### src/rtl/magma_block_engine_if.sv
// Handshake and data bundle between the keypad/display driver and the Magma block engine.
// The driver is the master; the cipher core is the slave.
interface magma_block_engine_if;
    logic         start;
    logic         decrypt;
    logic [255:0] key;
    logic [63:0]  data_in;
    logic         busy;
    logic         done;
    logic [63:0]  data_out;

    modport master (
        output start, decrypt, key, data_in,
        input  busy, done, data_out
    );

    modport slave (
        input  start, decrypt, key, data_in,
        output busy, done, data_out
    );
endinterface

### src/rtl/magma_block_engine.sv
// Iterative GOST R 34.12-2015 Magma block cipher (64-bit block, 256-bit key).
// RPC rounds per clock; a block takes 32/RPC cycles from accept to done.
module magma_block_engine #(
    parameter int unsigned RPC = 1
) (
    input  logic                  clk,
    input  logic                  reset,
    magma_block_engine_if.slave   bus
);

    typedef enum logic [0:0] {StIdle, StRun} state_e;

    localparam logic [4:0] RcStep = 5'(RPC);
    localparam logic [4:0] RcLast = 5'(32 - RPC);

    // Pi_j packed with entry x=0 in the top nibble.
    localparam logic [63:0] Pi [8] = '{
        64'hC462A5B9E8D703F1,
        64'h68239A5C1E47BD0F,
        64'hB3582FADE174C960,
        64'hC821D4F670A53E9B,
        64'h7F5A816D093EB42C,
        64'h5DF692CAB78143E0,
        64'h8E25691CF4B0DA37,
        64'h17ED05834FA69CB2
    };

    state_e        r_state;
    logic [4:0]    r_rc;
    logic [63:0]   r_a;
    logic [255:0]  r_key;
    logic          r_dec;
    logic          r_busy;
    logic          r_done;
    logic [63:0]   r_data_out;

    logic [31:0]   w_a1;
    logic [31:0]   w_a0;
    logic [31:0]   w_t;
    logic [31:0]   w_k;
    logic [4:0]    w_i;
    logic [2:0]    w_idx;
    logic          w_fwd;

    function automatic logic [31:0] f_sbox(input logic [31:0] x);
        logic [31:0] y;
        y = '0;
        for (int j = 0; j < 8; j++) begin
            y[4*j +: 4] = Pi[j][63 - 4*int'(x[4*j +: 4]) -: 4];
        end
        return y;
    endfunction

    function automatic logic [31:0] f_g(input logic [31:0] x, input logic [31:0] k);
        logic [31:0] s;
        s = f_sbox(x + k);
        return {s[20:0], s[31:21]};
    endfunction

    // Unrolled RPC rounds. The last round keeps a0 in place, so the swap is skipped at i=31.
    always_comb begin
        w_a1  = r_a[63:32];
        w_a0  = r_a[31:0];
        w_t   = '0;
        w_k   = '0;
        w_i   = '0;
        w_idx = '0;
        w_fwd = 1'b0;
        for (int unsigned r = 0; r < RPC; r++) begin
            w_i   = r_rc + 5'(r);
            w_fwd = r_dec ? (w_i < 5'd8) : (w_i < 5'd24);
            w_idx = w_fwd ? w_i[2:0] : ~w_i[2:0];
            w_k   = r_key[32*(7 - int'(w_idx)) +: 32];
            w_t   = f_g(w_a0, w_k) ^ w_a1;
            if (w_i == 5'd31) begin
                w_a1 = w_t;
            end else begin
                w_a1 = w_a0;
                w_a0 = w_t;
            end
        end
    end

    always_ff @(posedge clk) begin
        if (reset) begin
            r_state    <= StIdle;
            r_rc       <= '0;
            r_a        <= '0;
            r_key      <= '0;
            r_dec      <= 1'b0;
            r_busy     <= 1'b0;
            r_done     <= 1'b0;
            r_data_out <= '0;
        end else begin
            r_done <= 1'b0;
            unique case (r_state)
                StIdle: begin
                    if (bus.start) begin
                        r_a     <= bus.data_in;
                        r_key   <= bus.key;
                        r_dec   <= bus.decrypt;
                        r_rc    <= '0;
                        r_busy  <= 1'b1;
                        r_state <= StRun;
                    end
                end
                StRun: begin
                    r_rc <= r_rc + RcStep;
                    r_a  <= {w_a1, w_a0};
                    if (r_rc == RcLast) begin
                        r_data_out <= {w_a1, w_a0};
                        r_done     <= 1'b1;
                        r_busy     <= 1'b0;
                        r_state    <= StIdle;
                    end
                end
                default: r_state <= StIdle;
            endcase
        end
    end

    assign bus.busy     = r_busy;
    assign bus.done     = r_done;
    assign bus.data_out = r_data_out;

endmodule

### src/flat_wrapper.sv
// flat-port wrapper written by rule: the top's interface ports become plain ports
module magma_block_engine_flat 
#(
    parameter int unsigned RPC = 1
)
  (clk, reset, bus_start, bus_decrypt, bus_key, bus_data_in, bus_busy, bus_done, bus_data_out);
  magma_block_engine_if bus_i ();
  input  logic clk;
  input  logic reset;
  input wire logic [$bits(bus_i.start)-1:0] bus_start;
  input wire logic [$bits(bus_i.decrypt)-1:0] bus_decrypt;
  input wire logic [$bits(bus_i.key)-1:0] bus_key;
  input wire logic [$bits(bus_i.data_in)-1:0] bus_data_in;
  output wire logic [$bits(bus_i.busy)-1:0] bus_busy;
  output wire logic [$bits(bus_i.done)-1:0] bus_done;
  output wire logic [$bits(bus_i.data_out)-1:0] bus_data_out;
  assign bus_i.start = bus_start;
  assign bus_i.decrypt = bus_decrypt;
  assign bus_i.key = bus_key;
  assign bus_i.data_in = bus_data_in;
  assign bus_busy = bus_i.busy;
  assign bus_done = bus_i.done;
  assign bus_data_out = bus_i.data_out;
  magma_block_engine #(.RPC(RPC)) u_core (.clk(clk), .reset(reset), .bus(bus_i));
endmodule
### config.mk
export PLATFORM = sky130hd
export DESIGN_NAME = magma_block_engine_flat
export DESIGN_NICKNAME = d
export VERILOG_FILES = /design/src/rtl/magma_block_engine_if.sv /design/src/rtl/magma_block_engine.sv /design/src/flat_wrapper.sv
export SDC_FILE = /design/constraint.sdc
export NUM_CORES = 1
export LEC_CHECK = 0
export CAP_MARGIN = 25
export CORE_MARGIN = 1.5
export CORE_UTILIZATION = 50
export DETAILED_ROUTE_END_ITERATION = 6
export PLACE_DENSITY = 0.78
export SETUP_SLACK_MARGIN = 0.3
export SKIP_LAST_GASP = 1
export SLEW_MARGIN = 15
export SYNTH_ARGS = -nofsm -noshare
export SYNTH_HDL_FRONTEND = slang
export SYNTH_SLANG_ARGS = --single-unit
### constraint.sdc
create_clock -name clk -period 8.89 [get_ports clk]
set_clock_uncertainty 0.1 [all_clocks]
set_input_delay 0.889 -clock clk [delete_from_list [all_inputs] [get_ports clk]]
set_output_delay 0.889 -clock clk [all_outputs]
set_load 0.05 [all_outputs]
==> metrics.md, run 1 <==
| Metric | Value |
|---|---|
| Outcome | finished clean |
| Via Count | 17800 |
| Cells resized by post-CTS repair | 0 |
| Clock latency at the later pin of the worst-skew pair | 0.57 ns |
| Global-route wire length before repair | 99300 um |
| Die Y-Extent | 200 um |
| Cell Rows | 72 |
| Layout cell share with drive strength beyond 1 | 9.79% |
| Syn Std Cell Area | 19400 um2 |
| P_leak | 9.71 nW |
| TritonRoute pass-1 iters | 6 |
| Met2 wire len | 30600 um |
| Min-delay worst type | reg -> reg |
| Vias in the first global route | 17300 |
| Synth warn | 0 |
| TritonCTS Buffers | 42 |
| Final-stage net count | 2893 |
| Hold endpoint | u_core.r_key[142] |
| Final hold vios | 0 |
| Post-synthesis cell type count | 81 |
| Worst Hold Path Cells | 2 |
| Final Routed Wirelength | 64900 um |
| IO Pins | 390 |
| Number of buffers added on ports | 389 |
| CP startpoint | u_core.r_rc[3] |
| DRT iter0 DRCs | 1600 |
| EDFF count, synth | 0 |
| R2r setup slk | 1.90 ns |
| Met1 wire length | 26900 um |
| CTS clk-pin slew, worst paths | 0.06 ns |
| Storage cell area | 7870 um2 |
| Worst endpoint data arrival time | 7.33 ns |
| Largest net degree at the start of global routing | 224 |
| Worst Path Class, Setup | reg -> reg |
| Synth cell count leaders | nand2_1, dfxtp_1, a21oi_1, clkbuf_1, ha_1 |
| Chip Width | 200 um |
| Highest routed layer | met5 |
| Pre-CTS setup slack | 2.06 ns |
| Full die area | 40100 um2 |
| Detailed Place HPWL | 47900 um |
| RR Startpoint | u_core.r_rc[3] |
| Syn_nets | 2596 |
| # hold bufs at CTS | 0 |
| Final Non-Filler Cells | 3041 |
| Final ANT Viol Nets | 0 |
| Hold WS | 0.353 ns |
| Ranking of synthesized cells by area | dfxtp_1, nand2_1, mux4_2 |
| CTS max path bufs | 3 |
| Seq cells post-synth | 393 |
| Slew Viols, Final | 0 |
| H-Tree Depth | 2 |
| WP data required | 9.23 ns |
| TNS Setup | 0 ns |
| RSZ-0062 raised after global routing | false |
| Max Clk Rate | 143 MHz |
| Post-Synthesis Cells | 2195 |
| Core area | 38500 um2 |
| Final Cycle Share | 78.6% |
| Slew at the pin closest to its max-slew limit | 1.02 ns |
| Count leader, synth | nand2_1 |
| Power density over the cells | 205 nW/um2 |
| Crit. End Element | flop |
| Area leader, netlist | dfxtp_1 |
| Worst R2R Path Depth | 17 |
| Final setup margin | 1.90 ns |
| Async set-reset flop share out of synthesis | 0% |
| Clock root buffer | clkbuf_16 |
| Gpl congestion | 0.971 |
| Max_cap viols | 0 |
| Cells after DPL | 2966 |
| Antenna violations before repair | 3 |
| Sequential cell area fraction in the yosys report | 40.5% |
| Area grow syn2layout | 29.0% |
| Routed wl met3 | 5130 um |
| Vias per cell | 5.87 |
| Remaining DRCs | 0 |
| Post-CTS Setup Bufs | 0 |
| Post-synth top area share | 40.5% |
| Hold path start | u_core.r_key[142] |
| Avg Cell Area, Syn | 8.86 um2 |
| Post-synth top flop | dfxtp_1 |
| Initial core utilization | 50.5% |
| Multi-input gate area | 10900 um2 |
| Routed WL per cell | 21.3 um |
| CTS tree | built |
| Rel. slew slack | 31.8% |
| R2r endpoint | u_core.r_a[63] |
| Final setup viols | 0 |
| VDD IR max | 0.131 mV |
| Post-layout min period | 6.99 ns |
| Critical path fanouts, max | 51 |
| Fill count | 3127 |
| Gr usage total | 31.6% |
| Startpoint types | flop |
| Clock Sinks | 393 |
| GRT Residual Overflow | 0 |
[layout by cell type (no fill, tap or decap), types with 7 or more instances in the layout]
cell / Yosys / final
nand2_1: 592 / 591
dfxtp_1: 393 / 393
clkdlybuf4s50_1: 0 / 387
a21oi_1: 330 / 329
ha_1: 76 / 76
mux4_2: 75 / 75
nor2_1: 49 / 48
mux2i_1: 45 / 45
a22o_1: 45 / 45
inv_1: 44 / 44
clkbuf_16: 0 / 42
mux2_2: 40 / 40
o21ai_0: 37 / 37
xnor2_1: 37 / 34
a22oi_1: 27 / 27
a211oi_1: 26 / 26
xor2_1: 21 / 21
buf_4: 1 / 18
a221oi_1: 15 / 15
a21o_1: 12 / 12
nor2b_1: 13 / 12
o22ai_1: 12 / 12
nand3_1: 11 / 11
and3_1: 8 / 8
clkbuf_8: 0 / 8
clkinv_2: 0 / 8
and2_1: 7 / 7
nor3_1: 7 / 7
o221ai_1: 7 / 7
[routing by layer]
layer | vias to the layer above | GRT usage [%]
li1 | 8294 | -
met1 | 8551 | 42.2
met2 | 883 | 52.5
met3 | 108 | 4.59
met4 | 2 | 11.0
met5 | - | 0
[worst max-delay path by stage]
stage / depth (start not counted) / slack (ns) / end
after floorplan: 20 / 2.47 / u_core.r_a[55]
after global placement: 19 / 2.22 / u_core.r_a[55]
after detailed placement: 19 / 2.06 / u_core.r_a[55]
after CTS: 17 / 1.97 / u_core.r_a[63]
after global routing: 17 / 1.55 / u_core.r_a[63]
final: 17 / 1.90 / u_core.r_a[63]
[critical path, cell delays in order (launching register included)]
cell and delay, ns:
dfxtp_1 0.34, maj3_1 0.60, xnor2_2 0.24, buf_4 0.67
mux4_2 0.59, mux2_2 0.28, ha_1 0.23, fa_1 0.45
a21o_1 0.23, a221oi_2 0.47, o221ai_2 0.23, a211oi_1 0.56
o21bai_1 0.19, xor2_1 0.56, mux4_2 0.41, xnor2_1 0.26
nand2_1 0.10, a221oi_1 0.28
[power breakdown]
part | internal [mW] | switching, mW
sequential | 1.87 | 0.119
clock | 1.09 | 0.741
combinational | 0.582 | 0.737
total | 3.55 | 1.60
[area by class of cell]
type | instances | share of cell area, %
antenna | 1 | 0.00997
tap | 518 | 2.58
timing repair buffer | 410 | 16.3
sequential | 393 | 31.4
inverter | 47 | 0.703
clock buffer | 55 | 4.70
clock inverter | 19 | 1.09
multi-input combinational | 1598 | 43.3
[registers in the layout, summed over array words and instances, names as in the netlist]
| name | flops |
|---|---|
| u_core.bus.data_out | 64 |
| u_core.bus.done | 1 |
| u_core.bus.busy | 1 |
| u_core.r_dec | 1 |
| u_core.r_state | 1 |
| u_core.r_rc | 5 |
| u_core.r_a | 64 |
| u_core.r_key | 256 |
[per-stage QoR]
step	power [mW]	area, um2	util [%]
2_1_floorplan	2.84	19400	-
3_3_place_gp	3.27	23600	61.4
3_5_place_dp	3.32	23600	61.4
4_1_cts	5.13	25100	65.2
5_1_grt	5.33	25100	65.2
6_report	5.14	25100	65.2
[logic make-up (layout without fill, tap and decap cells)]
| group | after synthesis | after routing | share of synthesized area, % |
|---|---|---|---|
| buffers and inverters | 204 | 531 | 4.02 |
| XOR/XNOR | 65 | 65 | 3.31 |
| other | 0 | 1 | 0 |
| flip-flops | 393 | 393 | 40.5 |
| AO/OA/AOI/OAI | 577 | 577 | 18.7 |
| multiplexers | 162 | 162 | 13.6 |
| AND/OR/NAND/NOR | 715 | 715 | 14.8 |
| adder cells (fa/ha/maj) | 79 | 79 | 5.10 |
Note: power is estimated with default switching activity, not from simulation.
==> run 2: changes to the inputs <==
--- a/config.mk
+++ b/config.mk
@@ -7,9 +7,9 @@
 export LEC_CHECK = 0
 export CAP_MARGIN = 25
 export CORE_MARGIN = 1.5
-export CORE_UTILIZATION = 50
+export CORE_UTILIZATION = 47
 export DETAILED_ROUTE_END_ITERATION = 6
-export PLACE_DENSITY = 0.78
+export PLACE_DENSITY = 0.77
 export SETUP_SLACK_MARGIN = 0.3
 export SKIP_LAST_GASP = 1
 export SLEW_MARGIN = 15
==> constraint.sdc (replaced) <==
create_clock -name clk -period 5.67 [get_ports clk]
set_clock_uncertainty 0.1 [all_clocks]
set_input_delay 0.567 -clock clk [delete_from_list [all_inputs] [get_ports clk]]
set_output_delay 0.567 -clock clk [all_outputs]
set_load 0.05 [all_outputs]
==> run 2 against run 1 <==
Largest cell class unchanged. Worst setup slack worse by 1.8 ns. Clock power is 47% higher. Critical path type unchanged. Routed wire length is 7.1% higher. Critical endpoint is now u_core.r_a[42].
==> metrics.md, run 2 (synthesized netlist as in run 1, its figures left out) <==
| Metric | Value |
|---|---|
| Cell Rows | 74 (+2.8%) |
| Global-route wire length before repair | 101000 um (+1.9%) |
| WP data required | 6.02 ns (-3.21 ns) |
| Worst Path Class, Setup | reg -> reg |
| Most frequent cells in the layout | nand2_1, dfxtp_1, clkdlybuf4s50_1 |
| # hold bufs at CTS | 0 (unchanged) |
| Clock latency at the later pin of the worst-skew pair | 0.58 ns (about the same) |
| Routed WL per cell | 22.0 um (+2.9%) |
| Chip Width | 206 um (+3.1%) |
| Via Count | 18600 (+4.3%) |
| Remaining DRCs | 0 (unchanged) |
| Rel. slew slack | 31.3% (-0.48 points) |
| Slowest cell on crit path | mux4_2 |
| Initial core utilization | 47.6% (-2.9 points) |
| RSZ-0062 raised after global routing | true |
| VDD IR max | 0.206 mV (+57%) |
| Detailed Place HPWL | 50500 um (+5.5%) |
| Commonest non-fill, non-tap cell in the layout | nand2_1 |
| Crit path largest cell delay | 0.58 ns (-0.09 ns) |
| DRT iter0 DRCs | 1704 (+6.5%) |
| CTS tree | built |
| Max reg flops | 256 (unchanged) |
| Post-layout min period | 5.53 ns (-1.46 ns) |
| Critical-path cell list | maj3_4 -> xnor2_4 -> buf_12 -> buf_12 -> mux4_2 -> mux2_4 -> ha_4 -> fa_2 -> a21o_1 -> a221oi_4 -> or4b_4 -> buf_4 -> a2111oi_4 -> a211oi_2 -> xnor2_4 -> buf_6 -> ha_4 -> or2_1 -> and4b_1 -> o41a_1 |
| Clock Sinks | 393 (unchanged) |
| Worst endpoint data arrival time | 5.88 ns (-1.45 ns) |
| Final setup viols | 0 (unchanged) |
| Routed wl met3 | 5780 um (+13%) |
| Storage cell area | 7870 um2 (about the same) |
| Startpoint types | flop |
| Design area | 27100 um2 (+7.9%) |
| Final-stage net count | 3005 (+3.9%) |
| Slew at the pin closest to its max-slew limit | 1.03 ns (+0.00946 ns) |
| Final Routed Wirelength | 69500 um (+7.1%) |
| Clock root buffer | clkbuf_16 |
| TNS Setup | 0 ns (unchanged) |
| Slew Viols, Final | 0 (unchanged) |
| Number of buffers added on ports | 389 (unchanged) |
| CTS clk-pin slew, worst paths | 0.06 ns (about the same) |
| Full die area | 42600 um2 (+6.3%) |
| P_leak | 10.4 nW (+7.5%) |
| Core area | 40800 um2 (+6.1%) |
| IO Pins | 390 (unchanged) |
| Final setup margin | 0.143 ns (-1.76 ns) |
| Max_cap viols | 0 (unchanged) |
| Pre-CTS setup slack | 0.0337 ns (-2.03 ns) |
| TritonCTS Buffers | 41 (-2.4%) |
| Crit. End Element | flop |
| Final hold vios | 0 (unchanged) |
| Met1 wire length | 27600 um (+2.6%) |
| Final ANT Viol Nets | 0 (unchanged) |
| Gpl congestion | 0.930 (-4.2%) |
| Outcome | finished clean |
| H-Tree Depth | 2 (unchanged) |
| Highest routed layer | met4 |
| Vias in the first global route | 17600 (+1.8%) |
| Critical path's top delay family | compound AO/OA/AOI/OAI gates |
| Layout cell share with drive strength beyond 1 | 18.2% (+8.4 points) |
| Fill count | 3160 (+1.1%) |
| Placed Area | 24200 um2 (+2.4%) |
| Antenna violations before repair | 0 (-3) |
| Critical path buffer and inverter count | 4 (+3) |
| Die Y-Extent | 206 um (+3.1%) |
| Multi-input gate area | 11900 um2 (+9.3%) |
| Vias per cell | 5.88 (+0.22%) |
| Met2 wire len | 33000 um (+7.8%) |
| Max Clk Rate | 181 MHz (+26%) |
| Final Cycle Share | 97.5% (+19 points) |
| Diode count | 0 (-1) |
| Top reg by flops | u_core.r_key |
| TritonRoute pass-1 iters | 5 (-1) |
| Gr usage total | 31.4% (-0.24 points) |
| CTS max path bufs | 3 (unchanged) |
| Critical path fanouts, max | 5 (-90%) |
| Area grow syn2layout | 39.2% |
| Power density over the cells | 315 nW/um2 (+54%) |
| Min-delay worst type | reg -> reg |
| GRT Residual Overflow | 0 (unchanged) |
| Largest net degree at the start of global routing | 214 (-4.5%) |
## run 2: worst register-to-register path: stages, from the launching register on
cell	delay [ns]
dfxtp_2	0.33
maj3_4	0.40
xnor2_4	0.22
buf_12	0.14
buf_12	0.12
mux4_2	0.58
mux2_4	0.31
ha_4	0.18
fa_2	0.34
a21o_1	0.22
a221oi_4	0.32
or4b_4	0.22
buf_4	0.12
a2111oi_4	0.06
a211oi_2	0.35
xnor2_4	0.21
buf_6	0.15
ha_4	0.19
or2_1	0.28
and4b_1	0.21
o41a_1	0.36
## run 2: area by class of cell
cell class,count,share of cell area (%)
multi-input cells,1598,43.8
clock inverters,10,0.388
repair buffers,523,19.0
clock buffers,61,4.55
inverters,47,0.670
flip-flops and latches,393,29.1
well taps,532,2.46
## run 2: worst paths after layout
check	end	cells after the start	slack, ns	from
worst max register to register	u_core.r_a[42]	20	0.14	u_core.r_rc[4]
worst min-delay path	u_core.r_key[91]	2	0.35	u_core.r_key[91]
worst max-delay path	u_core.r_a[42]	20	0.14	u_core.r_rc[4]
worst min register to register	u_core.r_key[91]	2	0.35	u_core.r_key[91]
## run 2: stage by stage
| step | utilization (%) | hold WS (ns) | power (mW) | std cells |
|---|---|---|---|---|
| 6_report | 66.3 | 0.351 | 8.53 | 3164 |
| 5_1_grt | 66.3 | 0.365 | 8.83 | 3164 |
| 4_1_cts | 64.5 | 0.352 | 8.19 | 3141 |
| 3_5_place_dp | 59.3 | 0.343 | 5.33 | 3025 |
| 3_3_place_gp | 59.3 | 0.335 | 5.25 | 3025 |
| 2_1_floorplan | - | 0.333 | 4.50 | 2195 |
## run 2: power by group
group | internal [mW] | total (mW) | leakage, nW | switching [mW]
Sequential | 2.94 | 3.13 | 3.22 | 0.194
Combinational | 1.31 | 2.71 | 6.55 | 1.40
Clock | 1.55 | 2.69 | 0.664 | 1.14
Total | 5.80 | 8.53 | 10.4 | 2.73
## run 2: per-layer routing
metal	vias up	track usage (%)
li1	8508	-
met1	8991	41.2
met2	964	51.8
met3	138	3.53
met4	0	14.3
met5	-	0
## run 2: timing repair
item / 4_1_cts / 5_1_grt
resized for setup: 66 / 108
pin swaps: 39 / 60
setup endpoints to repair: 61 / 74
setup buffers: 43 / 23
gates cloned: 2 / 0
==> run 3: changes to the inputs <==
--- a/config.mk
+++ b/config.mk
@@ -5,7 +5,7 @@
 export SDC_FILE = /design/constraint.sdc
 export NUM_CORES = 1
 export LEC_CHECK = 0
-export CAP_MARGIN = 25
+export CAP_MARGIN = 20
 export CORE_MARGIN = 1.5
 export CORE_UTILIZATION = 47
 export DETAILED_ROUTE_END_ITERATION = 6
==> results of run 3 <==
No change in the layout: final DEF, timing and power equal those of run 2.
